## config.mk

```make
export PLATFORM = sky130hd
export DESIGN_NAME = alu_rr_arbiter
export DESIGN_NICKNAME = d
export VERILOG_FILES = /design/src/rtl/alu_ctrl_pkg.sv /design/src/rtl/rr_priority_pick.sv /design/src/rtl/alu_rr_arbiter.sv
export SDC_FILE = /design/constraint.sdc
export NUM_CORES = 1
export LEC_CHECK = 0
export BUFFER_PORTS_ARGS = -buffer_cell sky130_fd_sc_hd__clkbuf_2
export CAP_MARGIN = 20
export CORE_MARGIN = 8
export CORE_UTILIZATION = 40
export CTS_CLUSTER_SIZE = 30
export DETAILED_ROUTE_END_ITERATION = 12
export PLACE_DENSITY = 0.68
export SETUP_SLACK_MARGIN = 0.2
export SYNTH_ARGS = -nofsm -noshare
export SYNTH_HDL_FRONTEND = slang
export SYNTH_HIERARCHICAL = 1
export SYNTH_SLANG_ARGS = --single-unit
```

## constraint.sdc

```tcl
create_clock -name clk -period 3.98 [get_ports clk]
set_clock_uncertainty 0.1 [all_clocks]
set_input_delay 0.597 -clock clk [delete_from_list [all_inputs] [get_ports clk]]
set_output_delay 0.597 -clock clk [all_outputs]
set_load 0.05 [all_outputs]
```

## src/rtl/alu_ctrl_pkg.sv

```systemverilog
// Shared definitions for the ALU sharing control logic: FSM encodings,
// default sizing, and the round-robin priority search used by the arbiter.
package alu_ctrl_pkg;

    // FSM state encoding
    localparam logic [0:0] ST_IDLE  = 1'b0;
    localparam logic [0:0] ST_OWNED = 1'b1;

    // Default sizing (4 requesters feeding a 4:1 ALU input mux)
    localparam int DEF_N_REQ     = 4;
    localparam int DEF_SEL_W     = 2;
    localparam int DEF_MAX_BURST = 4;
    localparam int DEF_CNT_W     = 4;

    // Widest supported requester count; the search function works at this
    // width so that any legal N_REQ can share one implementation.
    localparam int MAX_REQ   = 8;
    localparam int MAX_SEL_W = 3;

    typedef struct packed {
        logic [MAX_SEL_W-1:0] idx;
        logic                 found;
    } pick_t;

    // Rotate-and-priority-encode: first set bit of req_vec visiting
    // start, start+1, ... modulo n (n must be a power of two <= MAX_REQ).
    function automatic pick_t rr_pick(
        input logic [MAX_REQ-1:0]   req_vec,
        input logic [MAX_SEL_W-1:0] start,
        input int                   n
    );
        pick_t                r;
        logic [MAX_SEL_W-1:0] idx;
        logic [MAX_SEL_W-1:0] mask;
        r.idx   = '0;
        r.found = 1'b0;
        mask    = MAX_SEL_W'(n - 1);
        for (int k = 0; k < MAX_REQ; k++) begin
            idx = (start + MAX_SEL_W'(k)) & mask;
            if ((k < n) && !r.found && req_vec[idx]) begin
                r.found = 1'b1;
                r.idx   = idx;
            end
        end
        return r;
    endfunction

endpackage

```

## src/rtl/rr_priority_pick.sv

```systemverilog
// Combinational masked round-robin search: finds the first requester at or
// after ptr (wrapping) whose request is set and which is not excluded.
module rr_priority_pick
    import alu_ctrl_pkg::*;
#(
    parameter int N_REQ = DEF_N_REQ,
    parameter int SEL_W = DEF_SEL_W
) (
    input  logic [N_REQ-1:0] req,
    input  logic [SEL_W-1:0] ptr,
    input  logic [N_REQ-1:0] excl,
    output logic [SEL_W-1:0] winner,
    output logic             found
);

    logic [MAX_REQ-1:0] req_pad;
    pick_t              pick;

    // Mask out excluded requesters and pad to the search function's width
    generate
        for (genvar gi = 0; gi < MAX_REQ; gi++) begin : g_pad
            if (gi < N_REQ) begin : g_live
                assign req_pad[gi] = req[gi] & ~excl[gi];
            end else begin : g_dead
                assign req_pad[gi] = 1'b0;
            end
        end
    endgenerate

    // Run the rotating search over the masked vector
    always_comb begin
        pick   = rr_pick(req_pad, MAX_SEL_W'(ptr), N_REQ);
        winner = SEL_W'(pick.idx);
        found  = pick.found;
    end

endmodule

```

## src/rtl/alu_rr_arbiter.sv

```systemverilog
// Round-robin arbiter sharing one ALU datapath between N_REQ requesters.
// Grants are registered and one-hot; a burst limit forces handoff when the
// owner has held the ALU for MAX_BURST cycles and someone else is waiting.
module alu_rr_arbiter
    import alu_ctrl_pkg::*;
#(
    parameter int N_REQ     = DEF_N_REQ,
    parameter int SEL_W     = DEF_SEL_W,
    parameter int MAX_BURST = DEF_MAX_BURST,
    parameter int CNT_W     = DEF_CNT_W
) (
    input  logic             clk,
    input  logic             reset,
    input  logic [N_REQ-1:0] req,
    output logic [N_REQ-1:0] gnt,
    output logic [SEL_W-1:0] sel,
    output logic             busy,
    output logic [CNT_W-1:0] burst_cnt
);

    logic [0:0]       state_reg, state_next;
    logic [SEL_W-1:0] ptr_reg, ptr_next;
    logic [N_REQ-1:0] gnt_reg, gnt_next;
    logic [SEL_W-1:0] sel_reg, sel_next;
    logic             busy_reg, busy_next;
    logic [CNT_W-1:0] cnt_reg, cnt_next;

    logic [N_REQ-1:0] owner_mask;
    logic [SEL_W-1:0] owner_inc;
    logic [SEL_W-1:0] search_ptr;
    logic [N_REQ-1:0] search_excl;
    logic [SEL_W-1:0] win;
    logic             win_found;
    logic             owner_req;
    logic             others_req;
    logic             at_limit;
    logic             grant_en;

    // One-hot of the current owner and one-hot decode of the next winner
    generate
        for (genvar gi = 0; gi < N_REQ; gi++) begin : g_decode
            assign owner_mask[gi] = (sel_reg == SEL_W'(gi));
            assign gnt_next[gi]   = grant_en && (win == SEL_W'(gi));
        end
    endgenerate

    assign owner_inc  = sel_reg + SEL_W'(1);
    assign owner_req  = |(req & owner_mask);
    assign others_req = |(req & ~owner_mask);
    assign at_limit   = (cnt_reg == CNT_W'(MAX_BURST));

    // While owned, any new arbitration starts just past the owner and skips it
    assign search_ptr  = (state_reg == ST_OWNED) ? owner_inc : ptr_reg;
    assign search_excl = (state_reg == ST_OWNED) ? owner_mask : '0;

    rr_priority_pick #(
        .N_REQ (N_REQ),
        .SEL_W (SEL_W)
    ) u_pick (
        .req    (req),
        .ptr    (search_ptr),
        .excl   (search_excl),
        .winner (win),
        .found  (win_found)
    );

    // Next-state logic: idle arbitration, release, preemption or hold
    always_comb begin
        state_next = state_reg;
        ptr_next   = ptr_reg;
        sel_next   = sel_reg;
        busy_next  = busy_reg;
        cnt_next   = cnt_reg;
        grant_en   = 1'b0;
        if (state_reg == ST_IDLE) begin
            busy_next = 1'b0;
            if (win_found) begin
                grant_en   = 1'b1;
                sel_next   = win;
                busy_next  = 1'b1;
                cnt_next   = CNT_W'(1);
                state_next = ST_OWNED;
            end
        end else if (!owner_req || (at_limit && others_req)) begin
            // Owner leaves (voluntarily or by preemption): rotate priority
            ptr_next = owner_inc;
            if (win_found) begin
                grant_en  = 1'b1;
                sel_next  = win;
                busy_next = 1'b1;
                cnt_next  = CNT_W'(1);
            end else begin
                busy_next  = 1'b0;
                state_next = ST_IDLE;
            end
        end else begin
            // Hold: keep the grant, count tenure with saturation
            grant_en = 1'b0;
            busy_next = 1'b1;
            if (!at_limit) begin
                cnt_next = cnt_reg + CNT_W'(1);
            end
        end
    end

    // State and output registers; hold case re-asserts the current grant
    always_ff @(posedge clk) begin
        if (reset) begin
            state_reg <= ST_IDLE;
            ptr_reg   <= '0;
            gnt_reg   <= '0;
            sel_reg   <= '0;
            busy_reg  <= 1'b0;
            cnt_reg   <= '0;
        end else begin
            state_reg <= state_next;
            ptr_reg   <= ptr_next;
            gnt_reg   <= (grant_en) ? gnt_next :
                         ((state_reg == ST_OWNED) && (state_next == ST_OWNED)) ? gnt_reg : '0;
            sel_reg   <= sel_next;
            busy_reg  <= busy_next;
            cnt_reg   <= cnt_next;
        end
    end

    assign gnt       = gnt_reg;
    assign sel       = sel_reg;
    assign busy      = busy_reg;
    assign burst_cnt = cnt_reg;

endmodule
```

==> results of run 1 <==
cells by family (layout without fill, tap and decap cells):
logic type,after synthesis,count (layout),synth area share
compound gates,36,36,0.304
simple gates,35,35,0.216
buf+inv,17,32,0.0957
flops,13,13,0.265
fa+ha+maj,6,6,0.0765
mux,4,4,0.0434
area by class of cell:
class,count,area [um2]
Inverter,12,45.0
Timing Repair Buffer,16,80.1
Fill cell,246,1330
Sequential cell,13,260
Tap cell,30,37.5
Multi-Input combinational cell,81,627
Clock buffer,4,26.3
cell usage in the layout (no fill, tap or decap), types with 4 or more instances in the layout:
cell type,instances
ha_1,6
nand2_1,4
dfxtp_1,13
inv_1,11
nand3_1,8
nor2b_1,5
and2_1,4
a21oi_1,10
nor2_1,5
o2111ai_1,5
clkbuf_2,16
power by group:
group | internal, mW | total [mW] | switching, mW
Combinational | 0.0875 | 0.269 | 0.181
Clock | 0.0388 | 0.0829 | 0.0440
Sequential | 0.154 | 0.176 | 0.0223
worst max path at each step:
stage / from / endpoint / slack (ns) / cells after the start
6_report: sel[0] / gnt[1] / 1.45 / 9
3_5_place_dp: req[2] / ptr_reg[0] / 1.45 / 5
5_1_grt: sel[0] / gnt[1] / 1.28 / 9
3_3_place_gp: req[2] / ptr_reg[0] / 1.49 / 5
2_1_floorplan: sel[0] / gnt[1] / 1.36 / 9
4_1_cts: sel[0] / gnt[1] / 1.46 / 9
per-layer routing:
layer  track usage  part of all wire
met5             0                 0
met2         0.180              0.51
met4        0.0463            0.0059
met1         0.128              0.45
met3        0.0306             0.037
critical path: stages (launching register included):
cell	delay, ns
dfxtp_1	0.44
inv_1	0.12
ha_1	0.32
mux2_2	0.30
inv_1	0.09
o221ai_1	0.11
a21oi_1	0.34
inv_1	0.10
a2111o_1	0.39
a21oi_1	0.15
==> qor.csv, run 1 <==
stage;metric;value;unit
timing;hold_viol_final;0;
logic_synthesis;yosysTopAreaCellShare;0.265;
die;start_util;0.407;
logic_synthesis;postSynthNetCount;123;
route;via_count;899;
logic_synthesis;synth.most_common_cell;dfxtp_1;
die;core;2410;um2
timing;finalSetupTns;0;ns
logic_synthesis;yosysUniqueCellTypes;39;
clock_network;htreeDepth;1;
power_and_ir_drop;powerDensity;491;nW/um2
layout;drive_gt1_frac;0.222;
logic_synthesis;ys_ff_latch;13;
global_routing;grt_overflow;0;
clock_network;ctsHoldBuffers;0;
logic_synthesis;synthFlopType;dfxtp_1;
critical_path;arrival;2.64;ns
clock_network;clockBufferDepth;2;
route;wl_per_cell;14.2;um
job;cap_violations;0;
timing;tightestPinTransition;1.00;ns
logic_synthesis;synth.area.top_cells;dfxtp_1 27%, ha_1 7.7%, a21oi_1 5.1%;
power_and_ir_drop;max-vdd-ir-drop;261;uV
critical_path;rr_worst_depth;9;
global_routing;track_usage;0.109;
placed_design;dp_hpwl;1670;um
timing;layout_setup_ws;1.45;ns
route;antenna_left;0;
logic_synthesis;syn_area_per_cell;8.84;um2
timing;rsz0062_at_grt;false;
clock_network;cts.sinks;13;
logic_synthesis;synth_largest_area_cell;dfxtp_1;
timing;period_share;0.636;
placed_design;dpl_cell_area;1050;um2
clock_network;cts_root_buffer;clkbuf_4;
clock_network;clkTransAtPathRegs;0.08;ns
layout;antennaDiodeCount;0;
critical_path;r2r_setup_slack;1.45;ns
die;rows;18;
hold_path;hold_depth;2;
timing;slew_violations;0;
critical_path;reg2reg_from;sel[0];
die;die_h;65.5;um
global_routing;antenna_found_initial;0;
timing;setup_viol;0;
route;dr.pass1.iters;4;
layout;nets;139;
placed_design;io_buffers;16;
clock_network;post_cts_resized;0;
clock_network;cts_setup_buffers;0;
logic_synthesis;async_reset_ff_frac;0;
hold_path;hp-start;ptr_reg[1];
die;ioPinCount;17;
critical_path;cp_max_fo;6;
power_and_ir_drop;power.total;0.528;mW
timing;slew_headroom;0.326;
global_routing;grt_max_degree;16;
layout;design_area;1080;um2
route;viasPerCell;5.76;
power_and_ir_drop;p_leak;0.446;nW
clock_network;insertion_delay;0.27;ns
hold_path;hold_class;flop to flop;
clock_network;cts_tree;yes;
logic_synthesis;netlist_instances;111;
die;die_x;65.5;um
status;outcome;complete, no violations;
logic_synthesis;synth.cell_area;981;um2
critical_path;r2r-end;gnt[1];
logic_synthesis;yosysWarnings;6;
route;drt_iter0_drc;55;
route;drc_errors;0;
critical_path;crit_required;4.08;ns
critical_path;cp-end-kind;flop;
timing;hold_slack;0.358;ns
critical_path;worstSetupStartpointType;flop;
critical_path;path_class;flop to flop;
timing;fmax;395;MHz
clock_network;numCtsBuffers;3;
hold_path;hold_end;ptr_reg[1];
route;wirelength;2210;um
timing;min_period;2.53;ns
placed_design;dp_slack;1.45;ns
global_routing;grt_pass1_vias;840;
layout;area_delta_synth_final;9.69;%
logic_synthesis;synth_common_cells;13 x dfxtp_1, 11 x inv_1, 10 x a21oi_1;
placed_design;gp_congestion;0.797;
global_routing;grt_pass1_wl;3790;um
placed_design;dp_cells;152;
logic_synthesis;synth_edf_count;0;
die;dieArea;4290;um2
layout;final_cell_count_no_fill;156;
layout;fin_util;0.447;
logic_synthesis;seq_area_frac_synth;0.265;
No activity file was read; power rests on OpenSTA's default activity.
==> run 2, diff against run 1 <==
Clock period 3.98 ns to 2.6 ns, I/O delays scaled along.
==> run 2 against run 1 <==
Effect of this change:
- die area unchanged
- flip-flop and latch count is the same
- sequential share of layout area hardly changed
- via count is 0.56% higher
- power is 56% higher
- cell count rose by 0.64%
- clock power up 57%
- count of clock-buffer cells in the layout unchanged
- critical endpoint unchanged
- largest cell class unchanged
- largest power group unchanged
- highest routed layer unchanged
==> qor.csv, run 2 (synthesis gave the netlist of run 1 again) <==
stage;metric;value;unit;change
status;outcome;complete, no violations;;
die;start_util;0.407;;unchanged
die;ioPinCount;17;;unchanged
critical_path;crit_chain;inv_1 -> ha_1 -> mux2_2 -> inv_1 -> o221ai_1 -> a21oi_2 -> inv_1 -> a2111o_1 -> a21oi_1;;
die;die_x;65.5;um;unchanged
global_routing;grt_pass1_wl;4000;um;+5.5%
critical_path;critPathTopFamily;compound AO/OA/AOI/OAI gates;;
layout;antennaDiodeCount;0;;unchanged
route;viasPerCell;5.76;;about the same
timing;slew_violations;0;;unchanged
timing;rsz0062_at_grt;true;;
critical_path;worst-path-buf-inv;3;;unchanged
layout;fin_util;0.455;;+0.00831
hold_path;hold_class;flop to flop;;
power_and_ir_drop;pwr-share-seq;0.329;;-0.005
global_routing;grt_max_degree;16;;unchanged
timing;slew_headroom;0.650;;+0.324
power_and_ir_drop;powerDensity;753;nW/um2;+53%
power_and_ir_drop;pwr-share-comb;0.513;;+0.004
timing;finalSetupTns;0;ns;unchanged
global_routing;grt_pass1_vias;884;;+5.2%
clock_network;htreeDepth;1;;unchanged
critical_path;path_class;flop to flop;;
clock_network;numCtsBuffers;3;;unchanged
route;wirelength;2330;um;+5.2%
layout;drive_gt1_frac;0.260;;+0.0376
power_and_ir_drop;p_leak;0.451;nW;+1.2%
timing;fmax;427;MHz;+8.0%
timing;period_share;0.902;;+0.265
clock_network;cts_root_buffer;clkbuf_4;;
die;rows;18;;unchanged
critical_path;crit_required;2.71;ns;-1.37 ns
die;dieArea;4290;um2;unchanged
route;wl_per_cell;14.8;um;+4.5%
critical_path;cp_max_fo;6;;unchanged
layout;nFillCells;245;;-0.41%
power_and_ir_drop;max-vdd-ir-drop;418;uV;+60%
layout;mostFrequentLayoutCell;clkbuf_2;;
timing;setup_viol;0;;unchanged
timing;hold_viol_final;0;;unchanged
clock_network;cts.sinks;13;;unchanged
critical_path;path_common_cell;inv_1;;
layout;most-common-layout-cells;16 x clkbuf_2, 11 x inv_1, 11 x dfxtp_1;;
clock_network;ctsHoldBuffers;0;;unchanged
die;die_h;65.5;um;unchanged
clock_network;insertion_delay;0.28;ns;about the same
route;drc_errors;0;;unchanged
route;dr.pass1.iters;4;;unchanged
power_and_ir_drop;switching_share;0.472;;+0.00341
placed_design;io_buffers;16;;unchanged
critical_path;arrival;2.46;ns;-0.18 ns
clock_network;cts_tree;yes;;
clock_network;clkTransAtPathRegs;0.09;ns;about the same
critical_path;cp-end-kind;flop;;
critical_path;worstSetupStartpointType;flop;;
critical_path;max_stage_delay;0.38;ns;-0.06 ns
clock_network;clockBufferDepth;2;;unchanged
placed_design;dp_hpwl;1770;um;+5.7%
route;antenna_left;0;;unchanged
placed_design;gp_congestion;0.799;;+0.28%
power_and_ir_drop;pwr-share-clk;0.157;;about the same
layout;nets;140;;+0.72%
power_and_ir_drop;internal-power;0.435;mW;+55%
power_and_ir_drop;p_sw;0.390;mW;+57%
job;cap_violations;0;;unchanged
layout;area_delta_synth_final;11.7;%;
critical_path;slowest_stage;dfxtp_4;;
global_routing;antenna_found_initial;0;;unchanged
timing;tightestPinTransition;0.525;ns;-0.476 ns
route;drt_iter0_drc;34;;-38%
global_routing;grt_overflow;0;;unchanged
die;core;2410;um2;unchanged
global_routing;track_usage;0.112;;+0.00314
timing;min_period;2.34;ns;-0.188 ns
route;via_count;904;;+0.56%
[run 2: changes by cell type in the layout (fill, tap and decap cells not counted), sizes merged]
cell / before / now
buf: 0 / 1
[run 2: worst paths after layout]
check                  start          to  slack (ns)  cells after the start
setup / recovery      sel[0]      gnt[1]        0.26                      9
hold / removal    ptr_reg[1]  ptr_reg[1]        0.36                      2
setup reg to reg      sel[0]      gnt[1]        0.26                      9
hold reg to reg   ptr_reg[1]  ptr_reg[1]        0.36                      2
[run 2: what timing repair did]
action / CTS / global route
endpoints found under the setup margin: 0 / 4
buffers inserted: 0 / 0
resized for setup: 0 / 2
[run 2: layout make-up]
cell class / count / area [um2] / share of cell area
Tap cell: 30 / 37.5 / 0.0342
Inverter: 12 / 45.0 / 0.0411
Sequential cell: 13 / 265 / 0.242
Timing Repair Buffer: 17 / 87.6 / 0.0799
Multi-Input combinational cell: 81 / 634 / 0.579
Clock buffer: 4 / 26.3 / 0.0240
[run 2: layer usage]
layer / part of all wire / GRT usage / vias to the layer above
met5: 0 / 0 / -
met4: 0.0052 / 0.0354 / 0
met3: 0.030 / 0.0238 / 2
met2: 0.50 / 0.197 / 16
met1: 0.46 / 0.131 / 438
li1: - / - / 448
[run 2: worst register-to-register path: cells and delay by family (launching register included)]
family / cells / cell delay, ns
AOI/OAI and AO/OA: 4 / 0.92
DFF: 1 / 0.38
adders and majority gates: 1 / 0.32
muxes: 1 / 0.31
buffers and inverters: 3 / 0.26
[run 2: power groups by stage]
stage	Sequential [mW]	Clock [mW]	Combinational [mW]
2_1_floorplan	0.377	0	0.234
3_3_place_gp	0.274	0	0.401
3_5_place_dp	0.277	0	0.410
4_1_cts	0.272	0.132	0.413
5_1_grt	0.278	0.142	0.461
6_report	0.272	0.130	0.423
[run 2: through the flow]
| stage | hold WS (ns) | cells | setup WS, ns | power, mW | instance area (um2) |
|---|---|---|---|---|---|
| after global placement | 0.349 | 153 | 0.355 | 0.676 | 1060 |
| final | 0.361 | 157 | 0.256 | 0.825 | 1100 |
| after floorplan | 0.332 | 111 | 0.240 | 0.610 | 986 |
| after detailed placement | 0.356 | 153 | 0.266 | 0.688 | 1060 |
| after CTS | 0.369 | 157 | 0.232 | 0.817 | 1090 |
| after global routing | 0.394 | 157 | 0.139 | 0.880 | 1100 |
